[src/rtl/clock_gate_ctrl_if.sv]
// rtl/clock_gate_ctrl_if.sv - activity/override inputs and gate outputs of the clock gate controller
interface clock_gate_ctrl_if;
  logic busy;
  logic wake_req;
  logic force_on;
  logic sleep_allow;
  logic gate_en;
  logic gated;
  logic wake_ack;

  modport master (
    output busy, wake_req, force_on, sleep_allow,
    input  gate_en, gated, wake_ack
  );

  modport slave (
    input  busy, wake_req, force_on, sleep_allow,
    output gate_en, gated, wake_ack
  );
endinterface

[src/rtl/clock_gate_ctrl.sv]
// rtl/clock_gate_ctrl.sv - idle-timed clock gate enable with negedge-retimed, glitch-free output
module clock_gate_ctrl #(
  parameter int IDLE_CYCLES = 16,
  parameter int WAKE_CYCLES = 2
) (
  input  logic             clk_in,
  input  logic             rst_n,
  clock_gate_ctrl_if.slave cg
);
  localparam int MAX_C = (IDLE_CYCLES > WAKE_CYCLES) ? IDLE_CYCLES : WAKE_CYCLES;
  localparam int CNT_W = $clog2(MAX_C + 1);
  localparam logic [CNT_W-1:0] IDLE_N = CNT_W'(IDLE_CYCLES);
  localparam logic [CNT_W-1:0] WAKE_N = CNT_W'(WAKE_CYCLES);
  localparam logic [CNT_W-1:0] ONE    = CNT_W'(1);

  typedef enum logic [1:0] {S_RUN, S_IDLE, S_GATED, S_WAKE} state_e;

  state_e           state_q, state_d;
  logic [CNT_W-1:0] cnt_q, cnt_d;
  logic             en_q, gated_q, wake_ack_q, wake_ack_d, gate_en_q;
  logic             stay_on;

  assign stay_on = cg.busy | cg.wake_req | cg.force_on | ~cg.sleep_allow;

  always_comb begin
    state_d    = state_q;
    cnt_d      = cnt_q;
    wake_ack_d = 1'b0;
    case (state_q)
      S_RUN: begin
        if (!stay_on) begin
          state_d = S_IDLE;
          cnt_d   = ONE;
        end
      end
      S_IDLE: begin
        // Activity on the completing edge still wins, so the window restarts.
        if (stay_on) begin
          state_d = S_RUN;
          cnt_d   = '0;
        end else if (cnt_q == IDLE_N) begin
          state_d = S_GATED;
          cnt_d   = '0;
        end else begin
          cnt_d = cnt_q + ONE;
        end
      end
      S_GATED: begin
        if (stay_on) begin
          state_d = S_WAKE;
          cnt_d   = ONE;
        end
      end
      S_WAKE: begin
        if (cnt_q == WAKE_N) begin
          state_d    = S_RUN;
          cnt_d      = '0;
          wake_ack_d = 1'b1;
        end else begin
          cnt_d = cnt_q + ONE;
        end
      end
      default: begin
        state_d = S_RUN;
        cnt_d   = '0;
      end
    endcase
  end

  always_ff @(posedge clk_in or negedge rst_n) begin
    if (!rst_n) begin
      state_q    <= S_RUN;
      cnt_q      <= '0;
      en_q       <= 1'b1;
      gated_q    <= 1'b0;
      wake_ack_q <= 1'b0;
    end else begin
      state_q    <= state_d;
      cnt_q      <= cnt_d;
      en_q       <= (state_d != S_GATED);
      gated_q    <= (state_d == S_GATED);
      wake_ack_q <= wake_ack_d;
    end
  end

  // Falling-edge retime keeps gate_en stable for the whole high phase of clk_in.
  always_ff @(negedge clk_in or negedge rst_n) begin
    if (!rst_n) begin
      gate_en_q <= 1'b1;
    end else begin
      gate_en_q <= en_q;
    end
  end

  assign cg.gate_en  = gate_en_q;
  assign cg.gated    = gated_q;
  assign cg.wake_ack = wake_ack_q;
endmodule

[src/flat_wrapper.sv]
// flat-port wrapper written by rule: the top's interface ports become plain ports
module clock_gate_ctrl_flat 
#(
  parameter int IDLE_CYCLES = 16,
  parameter int WAKE_CYCLES = 2
)
  (clk_in, rst_n, cg_busy, cg_wake_req, cg_force_on, cg_sleep_allow, cg_gate_en, cg_gated, cg_wake_ack);
  clock_gate_ctrl_if cg_i ();
  input  logic clk_in;
  input  logic rst_n;
  input wire logic [$bits(cg_i.busy)-1:0] cg_busy;
  input wire logic [$bits(cg_i.wake_req)-1:0] cg_wake_req;
  input wire logic [$bits(cg_i.force_on)-1:0] cg_force_on;
  input wire logic [$bits(cg_i.sleep_allow)-1:0] cg_sleep_allow;
  output wire logic [$bits(cg_i.gate_en)-1:0] cg_gate_en;
  output wire logic [$bits(cg_i.gated)-1:0] cg_gated;
  output wire logic [$bits(cg_i.wake_ack)-1:0] cg_wake_ack;
  assign cg_i.busy = cg_busy;
  assign cg_i.wake_req = cg_wake_req;
  assign cg_i.force_on = cg_force_on;
  assign cg_i.sleep_allow = cg_sleep_allow;
  assign cg_gate_en = cg_i.gate_en;
  assign cg_gated = cg_i.gated;
  assign cg_wake_ack = cg_i.wake_ack;
  clock_gate_ctrl #(.IDLE_CYCLES(IDLE_CYCLES), .WAKE_CYCLES(WAKE_CYCLES)) u_core (.clk_in(clk_in), .rst_n(rst_n), .cg(cg_i));
endmodule
[config.mk]
export PLATFORM = sky130hd
export DESIGN_NAME = clock_gate_ctrl_flat
export DESIGN_NICKNAME = d
export VERILOG_FILES = /design/src/rtl/clock_gate_ctrl_if.sv /design/src/rtl/clock_gate_ctrl.sv /design/src/flat_wrapper.sv
export SDC_FILE = /design/constraint.sdc
export NUM_CORES = 1
export LEC_CHECK = 0
export ABC_AREA = 1
export CAP_MARGIN = 5
export CORE_MARGIN = 2
export CORE_UTILIZATION = 44
export CTS_BUF_LIST = sky130_fd_sc_hd__clkbuf_8
export DETAILED_ROUTE_END_ITERATION = 6
export PLACE_DENSITY_LB_ADDON = 0.25
export SETUP_SLACK_MARGIN = 0.15
export SLEW_MARGIN = 0
export SYNTH_ARGS = -nofsm -noshare
export SYNTH_HDL_FRONTEND = slang
export SYNTH_SLANG_ARGS = --single-unit
[constraint.sdc]
create_clock -name clk_in -period 4.05 [get_ports clk_in]
set_clock_uncertainty 0.1 [all_clocks]
set_input_delay 0.405 -clock clk_in [delete_from_list [all_inputs] [get_ports clk_in]]
set_output_delay 0.405 -clock clk_in [all_outputs]
set_load 0.1 [all_outputs]
==> reports/results.tsv <==
stage	metric	value	unit
power_and_ir_drop	switchingPower	0.0584	mW
grt	grt_start_max_net_pins	12	
power_and_ir_drop	ir_worst_vdd	286	uV
routing	remaining_drc_errors	0	
setup_path	criticalPathCategory	reg2out	
logic_synthesis	synth-seq-cells	11	
final_layout	design_area	820	sq um
logic_synthesis	synth_area_per_cell	8.33	sq um
logic_synthesis	netlist.area_leader.share	34.2	%
logic_synthesis	ys_warn_count	0	
logic_synthesis	synth_most_common_cell	nand2_1	
routing	firstDrtPassIters	4	
floorplanning	start_util	48.7	%
logic_synthesis	seq_area_frac_synth	42.2	%
setup_path	max_stage_delay	0.53	ns
timing	max_slew_margin	35.0	%
power_and_ir_drop	powerDensity	304	mW/mm^2
clock_tree	clk_pin_slew	0.05	ns
floorplanning	placementRows	13	
grt	grt_pass1_wl	2130	um
routing	wl_per_cell	10.5	um
floorplanning	coreArea	0.00135	sq mm
clock_tree	cts_tree	built	
logic_synthesis	synth_area_leaders	dfrtp_1 34%, nand2_1 10%, nand3_1 9.1%	
clock_tree	htreeDepth	1	
grt	grt.total_usage	15.2	%
clock_tree	cts_setup_buffers	0	
power_and_ir_drop	p_leak	0.475	nW
routing	drt-initial-drc-count	9	
clock_tree	cts_root_buf	clkbuf_8	
job	drv_cap	0	
logic_synthesis	yosys.area.top_type	dfrtp_1	
routing	via_per_inst	4.84	
logic_synthesis	syn_area	658	sq um
floorplanning	die_area	0.00182	sq mm
setup_path	cp_slowest_cell	dfstp_2	
final_layout	drive_gt1_share	18.5	%
routing	dr_total_vias	518	
placed_design	dp_hpwl	862	um
setup_path	crit_family	flip-flops	
clock_tree	cts.hold.buffers_added	0	
timing	max_slew.worst_pin.slew	0.973	ns
logic_synthesis	async_reset_ff_share	100	%
setup_path	cp_num_buf_inv	1	
placed_design	place_congestion	0.777	
power_and_ir_drop	p_int	0.191	mW
timing	finalHoldViolCount	0	
final_layout	nNetsFinal	102	
routing	finalWirelength	1120	um
clock_tree	cts.sinks	11	
logic_synthesis	yosys-top-cells-count	18 x nand2_1, 16 x inv_1, 12 x nand3_1, 9 x dfrtp_1, 5 x nor2_1	
logic_synthesis	ys_types	16	
grt	grt-ovfl-total	0	
setup_path	path_cells	buf_12	
timing	setup_viol	0	
power_and_ir_drop	pwr-share-seq	46.1	%
placed_design	port-buffer-count	8	
clock_tree	cts_resized	0	
grt	antenna_found_initial	0	
floorplanning	die_h	42.7	um
final_layout	num_antenna_cells	0	
setup_path	crit_required	3.54	ns
floorplanning	ios	9	
clock_tree	cts_buffers	3	
grt	grt_pass1_vias	524	
power_and_ir_drop	pwr-share-comb	9.7	%
worst_hold_path	hold_class	in2async	
run_status	run_status	completed	
power_and_ir_drop	sw_frac_of_total	23.4	%
setup_path	path_max_fanout	1	
clock_tree	clockBufferDepth	2	
timing	rsz0062_at_grt	no	
logic_synthesis	synth_flop_cell	dfrtp_1	
final_layout	syn2layout_area_growth	24.5	%
timing	final-max-slew-violation-count	0	
clock_tree	insertion_delay	0.23	ns
logic_synthesis	synthCells	79	
setup_path	cp.arrival	3.02	ns
setup_path	cp-end-kind	primary output	
logic_synthesis	synth_edf_count	0	
timing	setup_tns	0	ns
power_and_ir_drop	p_clk_share	44.2	%
placed_design	placed_area	774	sq um
routing	drtAntennaViolNets	0	
setup_path	crit_path_start_kind	register	
floorplanning	die_w	42.7	um
logic_synthesis	syn_nets	88	
-- flip-flops by register name (all words and copies together) (netlist names) --
register            cells
u_core.cg.wake_ack      1
u_core.cg.gate_en       1
u_core.en_q             1
u_core.cg.gated         1
u_core.cnt_q            5
u_core.state_q          2
-- path summary, 6_finish.rpt --
check	start	endpoint	slack, ns	depth (start not counted)
worst min-delay path	rst_n	u_core.cnt_q[4]	0.36	2
max in group asynchronous	rst_n	u_core.cg.gate_en	1.30	2
worst max-delay path	u_core.cg.gate_en	cg_gate_en	0.53	1
min in group clk_in	u_core.cnt_q[4]	u_core.cnt_q[4]	0.47	2
worst max register to register	u_core.en_q	u_core.cg.gate_en	1.42	0
worst min register to register	u_core.cnt_q[4]	u_core.cnt_q[4]	0.47	2
-- logic make-up after synthesis --
family | after synthesis | share of synthesized area, %
XOR/XNOR | 3 | 3.99
AO/OA/AOI/OAI | 2 | 3.80
adder cells (fa/ha/maj) | 3 | 5.70
AND/OR/NAND/NOR | 44 | 35.2
flip-flops | 11 | 42.2
buffers and inverters | 16 | 9.13
-- cell type report --
class	count	area [sq um]
well taps	15	18.8
clock inverters	2	7.51
repair buffers	9	97.6
flip-flops and latches	11	278
inverters	15	56.3
multi-input cells	52	320
clock buffers	3	41.3
fillers	130	531
-- cells in the final DEF, fill, tap and decap left out --
cell and n:
nand2_1 18, inv_1 17, nand3_1 12, dfrtp_1 9, clkdlybuf4s50_1 7, nor2_1 5, nor2_2 3, xor2_1 3
ha_1 3, clkbuf_8 3, nand2_4 2, dfstp_2 2, nor2_8 1, nand3b_2 1, nand2_2 1, o21ai_2 1
o21ai_4 1, nand4_1 1, buf_4 1, buf_12 1
-- power groups by stage --
stage | clock, mW | combinational (mW) | sequential (mW)
after global routing | 0.121 | 0.0266 | 0.115
after CTS | 0.112 | 0.0245 | 0.115
after global placement | 0.00309 | 0.0245 | 0.117
after floorplan | 0.00309 | 0.0146 | 0.116
after detailed placement | 0.00309 | 0.0244 | 0.117
final | 0.110 | 0.0241 | 0.115
-- routing by layer --
| metal | global-route usage [%] | wire (um) | part of all wire (%) | vias up |
|---|---|---|---|---|
| met5 | 0 | 0 | 0 | - |
| met4 | 1.88 | 0 | 0 | 0 |
| met3 | 5.11 | 53 | 4.7 | 0 |
| met2 | 25.2 | 535 | 48 | 10 |
| met1 | 19.6 | 532 | 47 | 243 |
| li1 | - | - | - | 265 |
-- stage by stage --
step | hold slack, ns | cells | utilization [%] | power [mW] | worst slack (ns)
finish | 0.356 | 107 | 60.7 | 0.249 | 0.527
global route | 0.374 | 107 | 60.7 | 0.263 | 0.481
CTS | 0.360 | 107 | 60.7 | 0.251 | 0.522
detailed placement | 0.468 | 103 | 57.4 | 0.144 | 0.830
global placement | 0.458 | 103 | 57.4 | 0.144 | 0.829
floorplan | 0.00941 | 79 | - | 0.134 | 0.697
No activity file was read; power rests on OpenSTA's default activity.
